--- src/rtl/seg7_pkg.sv ---
// seg7_pkg: shared types and helpers for the 7-segment scan display path.
//   SEG_0..SEG_9, SEG_BLANK : segment patterns, bit order {g,f,e,d,c,b,a}, active high
//   bcd_to_seg()            : BCD digit to segment pattern; codes 10..15 decode to blank
//   state_e                 : scanner FSM states
package seg7_pkg;

  localparam logic [6:0] SEG_0     = 7'b0111111;
  localparam logic [6:0] SEG_1     = 7'b0000110;
  localparam logic [6:0] SEG_2     = 7'b1011011;
  localparam logic [6:0] SEG_3     = 7'b1001111;
  localparam logic [6:0] SEG_4     = 7'b1100110;
  localparam logic [6:0] SEG_5     = 7'b1101101;
  localparam logic [6:0] SEG_6     = 7'b1111101;
  localparam logic [6:0] SEG_7     = 7'b0000111;
  localparam logic [6:0] SEG_8     = 7'b1111111;
  localparam logic [6:0] SEG_9     = 7'b1101111;
  localparam logic [6:0] SEG_BLANK = 7'b0000000;

  typedef enum logic [0:0] {
    IDLE,
    SCAN
  } state_e;

  function automatic logic [6:0] bcd_to_seg(input logic [3:0] bcd);
    logic [6:0] seg;
    case (bcd)
      4'd0:    seg = SEG_0;
      4'd1:    seg = SEG_1;
      4'd2:    seg = SEG_2;
      4'd3:    seg = SEG_3;
      4'd4:    seg = SEG_4;
      4'd5:    seg = SEG_5;
      4'd6:    seg = SEG_6;
      4'd7:    seg = SEG_7;
      4'd8:    seg = SEG_8;
      4'd9:    seg = SEG_9;
      default: seg = SEG_BLANK;
    endcase
    return seg;
  endfunction

endpackage

--- src/rtl/seg7_decode.sv ---
// seg7_decode: combinational BCD to 7-segment decoder with a blank override.
//   digit : BCD code of the digit to show
//   blank : forces the pattern dark (leading-zero suppression)
//   seg   : {g,f,e,d,c,b,a}, active high
module seg7_decode
  import seg7_pkg::*;
(
  input  logic [3:0] digit,
  input  logic       blank,
  output logic [6:0] seg
);

  assign seg = blank ? SEG_BLANK : bcd_to_seg(digit);

endmodule

--- src/rtl/seg7_scan_display.sv ---
// seg7_scan_display: multiplexed N-digit 7-segment driver.
// Scans a BCD snapshot one digit per SCAN_DIV-cycle slot, with DEAD all-off cycles at the
// start of each slot, optional leading-zero suppression and a frame-rate blink.
//   CLK, RST_N  : clock, asynchronous active-low reset
//   EN          : enable; low forces idle and dark
//   BLINK       : blink the display at the BLINK_DIV frame rate
//   digits_in   : packed BCD, digit 0 in [3:0]
//   dp_in       : decimal point per digit
//   segments    : {g,f,e,d,c,b,a} of the selected digit, registered
//   dp          : decimal point of the selected digit, registered
//   digit_sel   : one-hot digit enable or all-off, registered
//   frame_tick  : pulse on the last cycle of each frame, registered
module seg7_scan_display
  import seg7_pkg::*;
#(
  parameter int unsigned NUM_DIGITS  = 4,
  parameter int unsigned SCAN_DIV    = 1000,
  parameter int unsigned DEAD        = 2,
  parameter int unsigned BLINK_DIV   = 250,
  parameter bit          LZ_SUPPRESS = 1'b1,
  parameter bit          ACTIVE_LOW  = 1'b0
) (
  input  logic                      CLK,
  input  logic                      RST_N,
  input  logic                      EN,
  input  logic                      BLINK,
  input  logic [4*NUM_DIGITS-1:0]   digits_in,
  input  logic [NUM_DIGITS-1:0]     dp_in,
  output logic [6:0]                segments,
  output logic                      dp,
  output logic [NUM_DIGITS-1:0]     digit_sel,
  output logic                      frame_tick
);

  localparam int unsigned CNT_W = (SCAN_DIV > 1) ? $clog2(SCAN_DIV) : 1;
  localparam int unsigned IDX_W = (NUM_DIGITS > 1) ? $clog2(NUM_DIGITS) : 1;
  localparam int unsigned BLK_W = (BLINK_DIV > 1) ? $clog2(BLINK_DIV) : 1;

  localparam logic [CNT_W-1:0] CNT_LAST = CNT_W'(SCAN_DIV - 1);
  localparam logic [CNT_W-1:0] CNT_DEAD = CNT_W'(DEAD);
  localparam logic [IDX_W-1:0] IDX_LAST = IDX_W'(NUM_DIGITS - 1);
  localparam logic [BLK_W-1:0] BLK_LAST = BLK_W'(BLINK_DIV - 1);

  state_e                    state_q, state_d;
  logic [CNT_W-1:0]          cnt_q, cnt_d;
  logic [IDX_W-1:0]          idx_q, idx_d;
  logic [BLK_W-1:0]          blink_cnt_q, blink_cnt_d;
  logic                      blink_phase_q, blink_phase_d;
  logic [4*NUM_DIGITS-1:0]   snap_digits_q;
  logic [NUM_DIGITS-1:0]     snap_dp_q;
  logic                      snap_load;

  logic [6:0]                seg_q, seg_d;
  logic                      dp_q, dp_d;
  logic [NUM_DIGITS-1:0]     sel_q, sel_d;
  logic                      tick_q, tick_d;

  logic                      slot_end, frame_end;
  logic [3:0]                cur_digit;
  logic                      cur_dp;
  logic [NUM_DIGITS-1:0]     lz_mask;
  logic                      zero_above;
  logic                      lz_blank;
  logic [6:0]                dec_seg;
  logic                      dark;

  assign slot_end  = (cnt_q == CNT_LAST);
  assign frame_end = slot_end && (idx_q == IDX_LAST);

  // State register, counters and snapshot.
  always_ff @(posedge CLK or negedge RST_N) begin
    if (!RST_N) begin
      state_q       <= IDLE;
      cnt_q         <= '0;
      idx_q         <= '0;
      blink_cnt_q   <= '0;
      blink_phase_q <= 1'b0;
      snap_digits_q <= '0;
      snap_dp_q     <= '0;
    end else begin
      state_q       <= state_d;
      cnt_q         <= cnt_d;
      idx_q         <= idx_d;
      blink_cnt_q   <= blink_cnt_d;
      blink_phase_q <= blink_phase_d;
      if (snap_load) begin
        snap_digits_q <= digits_in;
        snap_dp_q     <= dp_in;
      end
    end
  end

  // Next-state and counter logic.
  always_comb begin
    state_d       = EN ? SCAN : IDLE;
    cnt_d         = cnt_q;
    idx_d         = idx_q;
    blink_cnt_d   = blink_cnt_q;
    blink_phase_d = blink_phase_q;
    snap_load     = 1'b0;
    if (!EN) begin
      cnt_d         = '0;
      idx_d         = '0;
      blink_cnt_d   = '0;
      blink_phase_d = 1'b0;
    end else begin
      case (state_q)
        IDLE: snap_load = 1'b1;
        SCAN: begin
          cnt_d = slot_end ? '0 : cnt_q + CNT_W'(1);
          if (slot_end) begin
            idx_d = (idx_q == IDX_LAST) ? '0 : idx_q + IDX_W'(1);
          end
          // Frame boundary: refresh the snapshot so a frame never mixes old and new data.
          if (frame_end) begin
            snap_load   = 1'b1;
            blink_cnt_d = (blink_cnt_q == BLK_LAST) ? '0 : blink_cnt_q + BLK_W'(1);
            if (blink_cnt_q == BLK_LAST) blink_phase_d = ~blink_phase_q;
          end
        end
        default: ;
      endcase
    end
  end

  // Leading-zero mask: digit i is blank when it and every higher digit are zero.
  always_comb begin
    lz_mask    = '0;
    zero_above = 1'b1;
    for (int i = NUM_DIGITS - 1; i >= 1; i--) begin
      zero_above = zero_above && (snap_digits_q[4*i +: 4] == 4'd0);
      lz_mask[i] = zero_above;
    end
  end

  assign cur_digit = snap_digits_q[{idx_q, 2'b00} +: 4];
  assign cur_dp    = snap_dp_q[idx_q];
  assign lz_blank  = LZ_SUPPRESS && lz_mask[idx_q];

  seg7_decode u_decode (
    .digit (cur_digit),
    .blank (lz_blank),
    .seg   (dec_seg)
  );

  // Output next-state: all outputs are one cycle behind cnt/idx.
  always_comb begin
    dark   = BLINK && blink_phase_q;
    seg_d  = '0;
    dp_d   = 1'b0;
    sel_d  = '0;
    tick_d = 1'b0;
    if (state_q == SCAN) begin
      tick_d = frame_end;
      if (!dark) begin
        seg_d = dec_seg;
        dp_d  = cur_dp;
        if (!(cnt_q < CNT_DEAD)) sel_d = NUM_DIGITS'(1) << idx_q;
      end
    end
  end

  always_ff @(posedge CLK or negedge RST_N) begin
    if (!RST_N) begin
      seg_q  <= '0;
      dp_q   <= 1'b0;
      sel_q  <= '0;
      tick_q <= 1'b0;
    end else begin
      seg_q  <= seg_d;
      dp_q   <= dp_d;
      sel_q  <= sel_d;
      tick_q <= tick_d;
    end
  end

  assign segments   = seg_q ^ {7{ACTIVE_LOW}};
  assign dp         = dp_q ^ ACTIVE_LOW;
  assign digit_sel  = sel_q ^ {NUM_DIGITS{ACTIVE_LOW}};
  assign frame_tick = tick_q ^ ACTIVE_LOW;

endmodule

--- config.mk ---
export PLATFORM = sky130hd
export DESIGN_NAME = seg7_scan_display
export DESIGN_NICKNAME = d
export VERILOG_FILES = /design/src/rtl/seg7_pkg.sv /design/src/rtl/seg7_decode.sv /design/src/rtl/seg7_scan_display.sv
export SDC_FILE = /design/constraint.sdc
export NUM_CORES = 1
export LEC_CHECK = 0
export BUFFER_PORTS_ARGS = -buffer_cell sky130_fd_sc_hd__buf_2
export CORE_ASPECT_RATIO = 1.1
export CORE_MARGIN = 5
export CORE_UTILIZATION = 48
export CTS_CLUSTER_DIAMETER = 200
export DETAILED_ROUTE_END_ITERATION = 6
export MAX_ROUTING_LAYER = met4
export PLACE_DENSITY = 0.76
export SLEW_MARGIN = 20
export SYNTH_ARGS = -nofsm -noshare
export SYNTH_HDL_FRONTEND = slang
export SYNTH_SLANG_ARGS = --single-unit
--- constraint.sdc ---
create_clock -name CLK -period 3.3 [get_ports CLK]
set_input_delay 0.165 -clock CLK [delete_from_list [all_inputs] [get_ports CLK]]
set_output_delay 0.165 -clock CLK [all_outputs]
set_load 0.005 [all_outputs]
# == Word-level counts from Yosys, hierarchy flattened ==
# Memory sizes are Yosys's and may differ from the RTL's.
# Cells that the tools add are included.
# op_classes
addsub,3
multipliers,0
div_mod_pow,0
n_lt_le_gt_ge,2
n_eq_ne,7
n_shift,2
mux,32
n_bitwise,2
reduce_logical,10
# op_table
op,n
$mux 8,4
$mux 10,3
$mux 7,3
$shiftx 16x5->4,1
$logic_not 4->1,3
$mux 1,12
$mux 4,3
$add 10x1->10 const B,1
$eq 10x10->1 const B,1
$lt 10x2->1 const B,1
$add 8x1->8 const B,1
$eq 8x8->1 const B,1
$mux 2,4
$ne 2x1->1 const B,4
$bmux 1 s2,2
$logic_and 1x1->1,4
$reduce_and 2->1,2
$shl 1x2->4 const A,1
$lt 2x3->1 const B,1
$reduce_and 3->1,1
$add 2x1->2 const B,1
$eq 2x2->1 const B,1
$not 1->1,2
$pmux 1 s2,1
# totals
register_bits,55
latch_bits,0
ramBits,0
rom_bits,112
output_inout_bits,13
elab_cells,70
memories,1
# mem_list
name,depth,width,read_ports,rd_ports_with_merged_regs,wr,line_no,rtl
(name not given),16,7,1,0,0,seg7_pkg.sv:26,case (bcd)

# == Longest topological paths before layout ==
# Gate-level depths: netlist of run 1.
# depth
word_depth,8
depth_mapped,8
depth_no_buf,7

# == Modules after synthesis ==
# Synthesis of run 1 repeated with hierarchy kept, for this count alone.
# unflattened
hier_cells,257
area_unflattened_um2,2836.5
# by_module_without_submodules
mod,n_inst,cells_per_inst,area_each_um2,seq_area_each_um2
seg7_scan_display,1,226,2606.2,1376.3
seg7_decode,1,31,230.2,0.0

# == Least setup slack after synthesis of run 1 ==
# OpenSTA, ideal clock, no wires.
# synth_path
path_type,reg2reg
start,register idx_q[0]
end,"register seg_q[5], in the netlist segments[5]"
arrival_time_ns,1.693
required_time_ns,3.223
slack_ns,1.529
stages_incl_launch_ff,9
path_buffers,1
period_less_slack_ns,1.771
path_cell_list,dfrtp_1 buf_6 mux4_2 inv_1 ha_1 inv_1 mux2i_1 nand2_1 a21oi_1
# synth_via
elab_chain_len,5
elab_cells_between_ends,7
# synth_rtl
item,line_no,rtl
from (decl),seg7_scan_display.sv:46,"logic [IDX_W-1:0] idx_q, idx_d;"
from (signal assigned),seg7_scan_display.sv:83,idx_q <= idx_d;
$shiftx 16x5->4 / $bmux 1 s2 (equally long branches),"seg7_scan_display.sv:136, seg7_scan_display.sv:138",
$mem_v2 16x7 / $mux 1 (equally long branches),n/a,
$mux 7 *,seg7_decode.sv:13,assign seg = blank ? SEG_BLANK : bcd_to_seg(digit);
$mux 7 *,seg7_scan_display.sv:155,if (!dark) begin
$mux 7 *,seg7_scan_display.sv:153,if (state_q == SCAN) begin
via seg_d[5],seg7_scan_display.sv:53,"logic [6:0] seg_q, seg_d;"
to (signal assigned),seg7_scan_display.sv:170,seg_q <= seg_d;
to (decl),seg7_scan_display.sv:53,
# The timed path passes the listed nets; every way through them passes the cells marked *. The select of a mux whose other input is x is not followed.
# A chain may end at the register's enable or synchronous reset.

# == Worst setup path after layout of run 1 ==
# layout_path
start,register idx_q[0]
end,register snap_dp_q[2]
# layout_via
elab_chain_len,5
# layout_rtl
item,line_no,rtl
$eq 2x2->1,seg7_scan_display.sv:68,assign frame_end = slot_end && (idx_q == IDX_LAST);
$logic_and 1x1->1,seg7_scan_display.sv:68,
$mux 1,seg7_scan_display.sv:115,if (frame_end) begin
$pmux 1 s2,seg7_scan_display.sv:107,case (state_q)
$mux 1,seg7_scan_display.sv:101,if (!EN) begin
to (signal assigned),seg7_scan_display.sv:88,snap_dp_q <= dp_in;
to (decl),seg7_scan_display.sv:50,logic [NUM_DIGITS-1:0] snap_dp_q;
# Every way passes these cells.

==> summary.md, run 1 <==
| Metric | Value |
|---|---|
| Outcome | `finished, final reports clean` |
| ANT cells | `0` |
| Synth top area share | `46.3%` |
| Critical Path RT | `3500 ps` |
| Crit-path max FO | `20` |
| Sequential area share after synthesis | `46.3%` |
| Pleak | `1.57 nW` |
| Grt total ovfl | `0` |
| EDFF count, synth | `0` |
| DR pass1 iterations | `4` |
| Global Route Usage Sum | `15.1%` |
| Mux share of post-synthesis cell area | `between 10% and 20%` |
| Dpl hpwl | `3980 µm` |
| First-pass GRT wire length | `9350 µm` |
| RSZ-0062 raised after global routing | `no` |
| Vias | `1935` |
| Core area | `6080 µm²` |
| Filler cell count | `549` |
| CTS clk-pin slew, worst paths | `100 ps` |
| Fin nets | `321` |
| Setup violators final | `0` |
| Via/cell ratio | `5.29` |
| Compound-Gate Fraction of Synth Area | `10.0%` |
| Initial antenna violation count | `0` |
| CP max stage cell | `dfrtp_1` |
| Synth Cell Area | `2970 µm²` |
| Clock Path Buffers | `2` |
| Worst VDD drop | `0.218 mV` |
| Leading area contributor after synthesis | `dfrtp_1` |
| Row count | `30` |
| Postcts setup bufs | `0` |
| Die Area | `7860 µm²` |
| Synth cell count leaders | `dfrtp_1 (55), mux2_4 (20), nand2_1 (18)` |
| Initial Util | `48.8%` |
| Setup_tns | `0 ps` |
| Yosys synthesis warning count | `0` |
| CP Class | `reg -> reg` |
| Largest cells by area after synthesis | `dfrtp_1 (46%), mux2_4 (10%), ha_1 (5.1%)` |
| Layout cells sized above 1 | `between 20% and 30%` |
| Worst hold path type | `in -> reg` |
| Worst-Margin Slew | `577 ps` |
| Rel. slew slack | `61.5%` |
| Crit-path max cell delay | `600 ps` |
| Drt drc | `0` |
| Slew Viols, Final | `0` |
| Routed len/inst | `~15 µm` |
| Simple-Gate Fraction of Synth Area | `17.6%` |
| TritonCTS Buffers | `5` |
| CP Capture Type | `flip-flop` |
| CP delay by family, top | `flip-flops` |
| Post-synth top flop | `dfrtp_1` |
| Initial DRC count | `approximately 80` |
| Total Routed Length | `~5400 µm` |
| WP data arrival | `~2200 ps` |
| Cells after Synth | `246` |
| Remaining antenna violation count | `0` |
| Critical path cell sequence | `ha_1 -> inv_1 -> nor4_4 -> o21ai_2 -> buf_4 -> mux2_4` |
| Synth Area in Adders | `5.05%` |
| Startpoint Class | `flip-flop` |
| Routability cong. | `0.799` |
| Final setup skew | `10.2 ps` |
| Synthesized area per cell | `12.1 µm²` |
| Vias in the first global route | `1930` |
| Die Ht | `approximately 93 µm` |
| Max Cap Viol | `0` |
| Largest net degree at the start of global routing | `31` |
| H-tree lvl count | `2` |
| Die span in x | `85.0 µm` |
| Ports | `37` |
| Multi-input logic area | `around 1500 µm²` |
| Crit path buf inv count | `2` |
| Final hold vios | `0` |
| Hold buffers post-CTS | `1` |
| CTS Sinks | `55` |
| Max frequency | `~500 MHz` |
| Power, Total | `1.52 mW` |
| Netlist cell types | `57` |
| Tcrit/Tclk final | `61.8%` |
| Syn_nets | `282` |
| Most common cell in the netlist | `dfrtp_1` |
| Reg area | `roughly 1400 µm²` |
| CTS tree | `done` |
| Synthesized flop and latch total | `55` |
| Clock Latency Late Sink | `310 ps` |
| P&R area growth vs syn | `11.2%` |
| Xor and xnor fraction of the mapped netlist area | `under 10%` |
| PwrDens | `460 nW/µm²` |
| Async SR Flop Fraction | `100%` |
| Final worst path period need | `a little over 2000 ps` |
| Main combinational cell family by area after synthesis | `simple AND/OR/NAND/NOR gates` |
| Root Buffer | `clkbuf_8` |
| CTS resizes | `0` |
| # port buffers | `36` |
==> final cells by class <==
cell class,count,area share [%]
Clock buffer,6,2.50
Timing Repair Buffer,39,6.21
Tap cell,80,3.03
Multi-Input combinational cell,172,44.7
Sequential cell,55,41.7
Inverter,12,1.36
Clock inverter,2,0.492
==> per-stage QoR <==
stage               instances  utilization, %  hold WS, ps  setup slack, ps  cell area, µm²
floorplan                 246               -         -131             1530            2970
global placement          357            52.5          195             1310            3190
detailed placement        357            52.5          202             1250            3190
CTS                       366            54.3         66.8             1230            3300
global route              366            54.3         61.1             1030            3300
finish                    366            54.3         74.0             1260            3300
==> per-layer routing <==
layer | wire [µm] | GRT usage, %
met2 | 2590 | 23.3
met3 | 173 | 2.49
met4 | 93 | 5.15
met1 | 2500 | 20.1
met5 | 0 | -
==> worst register-to-register path, cell delays in order, from the launching register on <==
cell and delay (ps):
dfrtp_1 600, ha_1 260, inv_1 90, nor4_4 320, o21ai_2 70, buf_4 250, mux2_4 340
==> path summary, 6_finish.rpt <==
check | from | to | slack, ps | cells after the start
worst min register to register | blink_cnt_q[6]$_DFFE_PN0P_ | blink_cnt_q[6]$_DFFE_PN0P_ | 490 | 1
worst max register to register | idx_q[0]$_DFFE_PN0P_ | snap_dp_q[2]$_DFFE_PN0P_ | 1260 | 6
worst max-delay path | idx_q[0]$_DFFE_PN0P_ | snap_dp_q[2]$_DFFE_PN0P_ | 1260 | 6
max in group asynchronous | RST_N | cnt_q[7]$_DFFE_PN0P_ | 2110 | 3
worst min-delay path | digits_in[1] | snap_digits_q[1]$_DFFE_PN0P_ | 70 | 2
min in group asynchronous | RST_N | digit_sel[3]$_DFF_PN0_ | 380 | 2
==> cell families after synthesis <==
| logic type | after synthesis |
|---|---|
| AOI/OAI and AO/OA | 42 |
| xor gates and xnor gates | 6 |
| adders and majority gates | 12 |
| buffers and inverters | 19 |
| DFF | 55 |
| muxes | 29 |
| and+or+nand+nor | 83 |
==> registers in the layout (all words and copies together) (netlist names) <==
signal,count
segments,7
blink_cnt_q,8
idx_q,2
dp,1
snap_digits_q,16
frame_tick,1
digit_sel,4
state_q,1
snap_dp_q,4
cnt_q,10
blink_phase_q,1
==> layout by cell type, fill, tap and decap left out, types with 10 or more instances in the layout <==
cell type,count
a21oi_1,12
buf_2,36
dfrtp_1,55
ha_1,12
inv_1,11
mux2_4,20
nand2_1,18
nand3_1,10
nor2_1,12
==> where the power goes <==
group	leakage, nW	internal (mW)	total [mW]	switching, mW
registers	0.710	0.742	0.792	0.0500
clock network	0.0474	0.172	0.389	0.218
logic	0.808	0.174	0.337	0.163
total	1.57	1.09	1.52	0.431
(Power assumes the default switching activity.)
==> inputs of run 2 (changes only) <==
- PLACE_DENSITY: 0.76 -> 0.79
- clock period: 3.3 -> 1.7 ns (I/O delays scaled with it)
==> run 2 against run 1 <==
The run now ends with negative setup slack left. Register-to-register slack lost 1300 ps. Combinational power grew to 2.8 times the previous value. Design area rose by 18%. Hold slack got worse by 63 ps. Highest routed layer unchanged. Largest cell class unchanged. Clock skew shrank 5.9 ps. Sequential share of layout area shrank 6.3 points. Critical path type unchanged.
==> summary.md, run 2 (same netlist as run 1, synthesis figures left out) <==
| Metric | Value |
|---|---|
| CTS Sinks | `55` |
| Clock Path Buffers | `2` |
| Reg area | `roughly 1400 µm²` |
| # port buffers | `36` |
| Largest net degree at the start of global routing | `34` |
| Vias in the first global route | `2245` |
| H-tree lvl count | `2` |
| Most common cell after layout, fill and taps aside | `dfrtp_1` |
| Drt drc | `0` |
| Die span in x | `85.0 µm` |
| Slew Viols, Final | `0` |
| Root Buffer | `clkbuf_8` |
| Min-delay src | `digits_in[5]` |
| Clock network fraction of design power | `between 20% and 30%` |
| Worst hold path type | `in -> reg` |
| Area after DPL | `between 3000 and 4000 µm²` |
| Global Route Usage Sum | `16.4%` |
| Tcrit/Tclk final | `104%` |
| Die Ht | `92.5 µm` |
| Setup violators final | `33` |
| CTS tree | `done` |
| Dpl hpwl | `4290 µm` |
| Initial DRC count | `151` |
| Max Cap Viol | `0` |
| Worst Hold End | `snap_digits_q[5]$_DFFE_PN0P_` |
| Via/cell ratio | `5.25` |
| CTS clk-pin slew, worst paths | `90 ps` |
| Total Routed Length | `6090 µm` |
| WP data arrival | `2000 ps` |
| Biggest register | `snap_digits_q` |
| Final WS setup | `-68.8 ps` |
| First-pass GRT wire length | `10200 µm` |
| Worst-Margin Slew | `~510 ps` |
| R2R Path End | `segments[6]$_DFF_PN0_` |
| Crit-path max cell delay | `640 ps` |
| Worst VDD drop | `0.506 mV` |
| TritonCTS Buffers | `5` |
| ANT cells | `0` |
| Crit-path max FO | `8` |
| Layout cells sized above 1 | `42.1%` |
| Power, Total | `3.31 mW` |
| Routability cong. | `0.812` |
| Ports | `37` |
| Die Area | `between 7000 and 8000 µm²` |
| Max FFs per register | `16` |
| Most frequent cells in the layout | `dfrtp_1 (55), buf_4 (41), buf_2 (36), mux2_4 (20), nand2_1 (18)` |
| Multi-input logic area | `1560 µm²` |
| Grt total ovfl | `0` |
| Remaining antenna violation count | `0` |
| Sw Share | `27.8%` |
| DR pass1 iterations | `4` |
| Critical Path RT | `1930 ps` |
| PwrDens | `850 nW/µm²` |
| Reg2Reg Depth | `5` |
| Row count | `30` |
| Initial antenna violation count | `0` |
| Sw Pwr | `0.918 mW` |
| CP Class | `reg -> reg` |
| Crit path from | `idx_q[0]$_DFFE_PN0P_` |
| Final hold vios | `0` |
| Setup_tns | `-1100 ps` |
| Routed len/inst | `~14 µm` |
| Outcome | `complete, but fails checks` |
| Failing checks | `negative setup slack` |
| Vias | `roughly 2200` |
| Placed Instances | `388` |
| Gate power share | `28.8%` |
| Final worst path period need | `between 1500 and 2000 ps` |
| Startpoint Class | `flip-flop` |
| Core area | `6080 µm²` |
| Fin nets | `378` |
| Pleak | `around 1.9 nW` |
| Initial Util | `48.8%` |
| RSZ-0062 raised after global routing | `yes` |
| Filler cell count | `460` |
| P&R area growth vs syn | `31.0%` |
| Final setup skew | `4.25 ps` |
| R2R setup slack | `-70 ps` |
| CP max stage cell | `mux4_2` |
| WHS Path Cells | `2` |
| Reg power frac | `45.8%` |
| Cell-internal power | `2.39 mW` |
| Reg-to-reg critical path startpoint | `idx_q[0]$_DFFE_PN0P_` |
| Max frequency | `565 MHz` |
| Clock Latency Late Sink | `300 ps` |
| CP Capture Type | `flip-flop` |
| Regs by FF count | `snap_digits_q x16, cnt_q x10, blink_cnt_q x8` |
| Rel. slew slack | `65.9%` |
| Cell area after layout | `3890 µm²` |
| Final cell count without fillers | `422` |
| Critical path cell sequence | `buf_6 -> mux4_2 -> nor2b_2 -> nand2b_1 -> a21oi_1` |
==> run 2: cell count changes in the layout (fill, tap and decap cells not counted), sizes merged <==
cell,before,now
bufinv,0,1
dlygate4sd3,1,16
clkinv,2,1
clkbuf,6,5
buf,38,80
==> run 2: critical path: cells and delay by family (launching register included) <==
family	cells	cell delay [ps]
buffers and inverters	1	150
and+or+nand+nor	2	370
AOI/OAI and AO/OA	1	150
muxes	1	640
DFF	1	390
==> run 2: final cells by class <==
type / count / area share, %
clock inverters: 2 / 0.964
repair buffers: 96 / 18.0
flip-flops and latches: 55 / 35.4
inverters: 12 / 1.29
clock buffers: 5 / 1.77
well taps: 80 / 2.57
multi-input cells: 172 / 40.1
==> run 2: what timing repair did <==
| item | in CTS | in global routing |
|---|---|---|
| gates resized for setup | 5 | 11 |
| hold endpoints to repair | 35 | 2 |
| endpoints found under the setup margin | 16 | 33 |
| setup buffers | 3 | 8 |
| pin swaps | 0 | 9 |
| hold buffers | 14 | 2 |
==> run 2: power by group through the flow <==
stage,registers (mW),logic [mW],clock network [mW]
finish,1.51,0.954,0.839
global placement,1.54,0.787,0
global route,1.53,1.05,0.926
detailed placement,1.54,0.811,0
CTS,1.51,0.869,0.871
floorplan,1.53,0.537,0
==> run 2: how the worst max path moves through the flow <==
stage,to,slack (ps),cells past startpoint
2_1_floorplan,segments[5]$_DFF_PN0_,-2,8
3_3_place_gp,segments[5]$_DFF_PN0_,-30,8
3_5_place_dp,segments[5]$_DFF_PN0_,-80,8
4_1_cts,segments[5]$_DFF_PN0_,-70,8
5_1_grt,segments[6]$_DFF_PN0_,-210,5
6_report,segments[6]$_DFF_PN0_,-70,5
==> run 2: metal layers <==
| layer | GRT usage [%] | wire, µm |
|---|---|---|
| met1 | 21.2 | 2810 |
| met2 | 26.2 | 2960 |
| met3 | 1.96 | 233 |
| met4 | 6.73 | 85 |
| met5 | - | 0 |
==> run 2: metrics by stage <==
stage	utilization, %	hold WS (ps)	worst slack [ps]
2_1_floorplan	-	-211	-2.23
3_3_place_gp	57.3	79.8	-26.5
3_5_place_dp	57.3	84.4	-80.4
4_1_cts	61.9	0.268	-67.1
5_1_grt	64.0	3.03	-205
6_report	64.0	11.1	-68.8
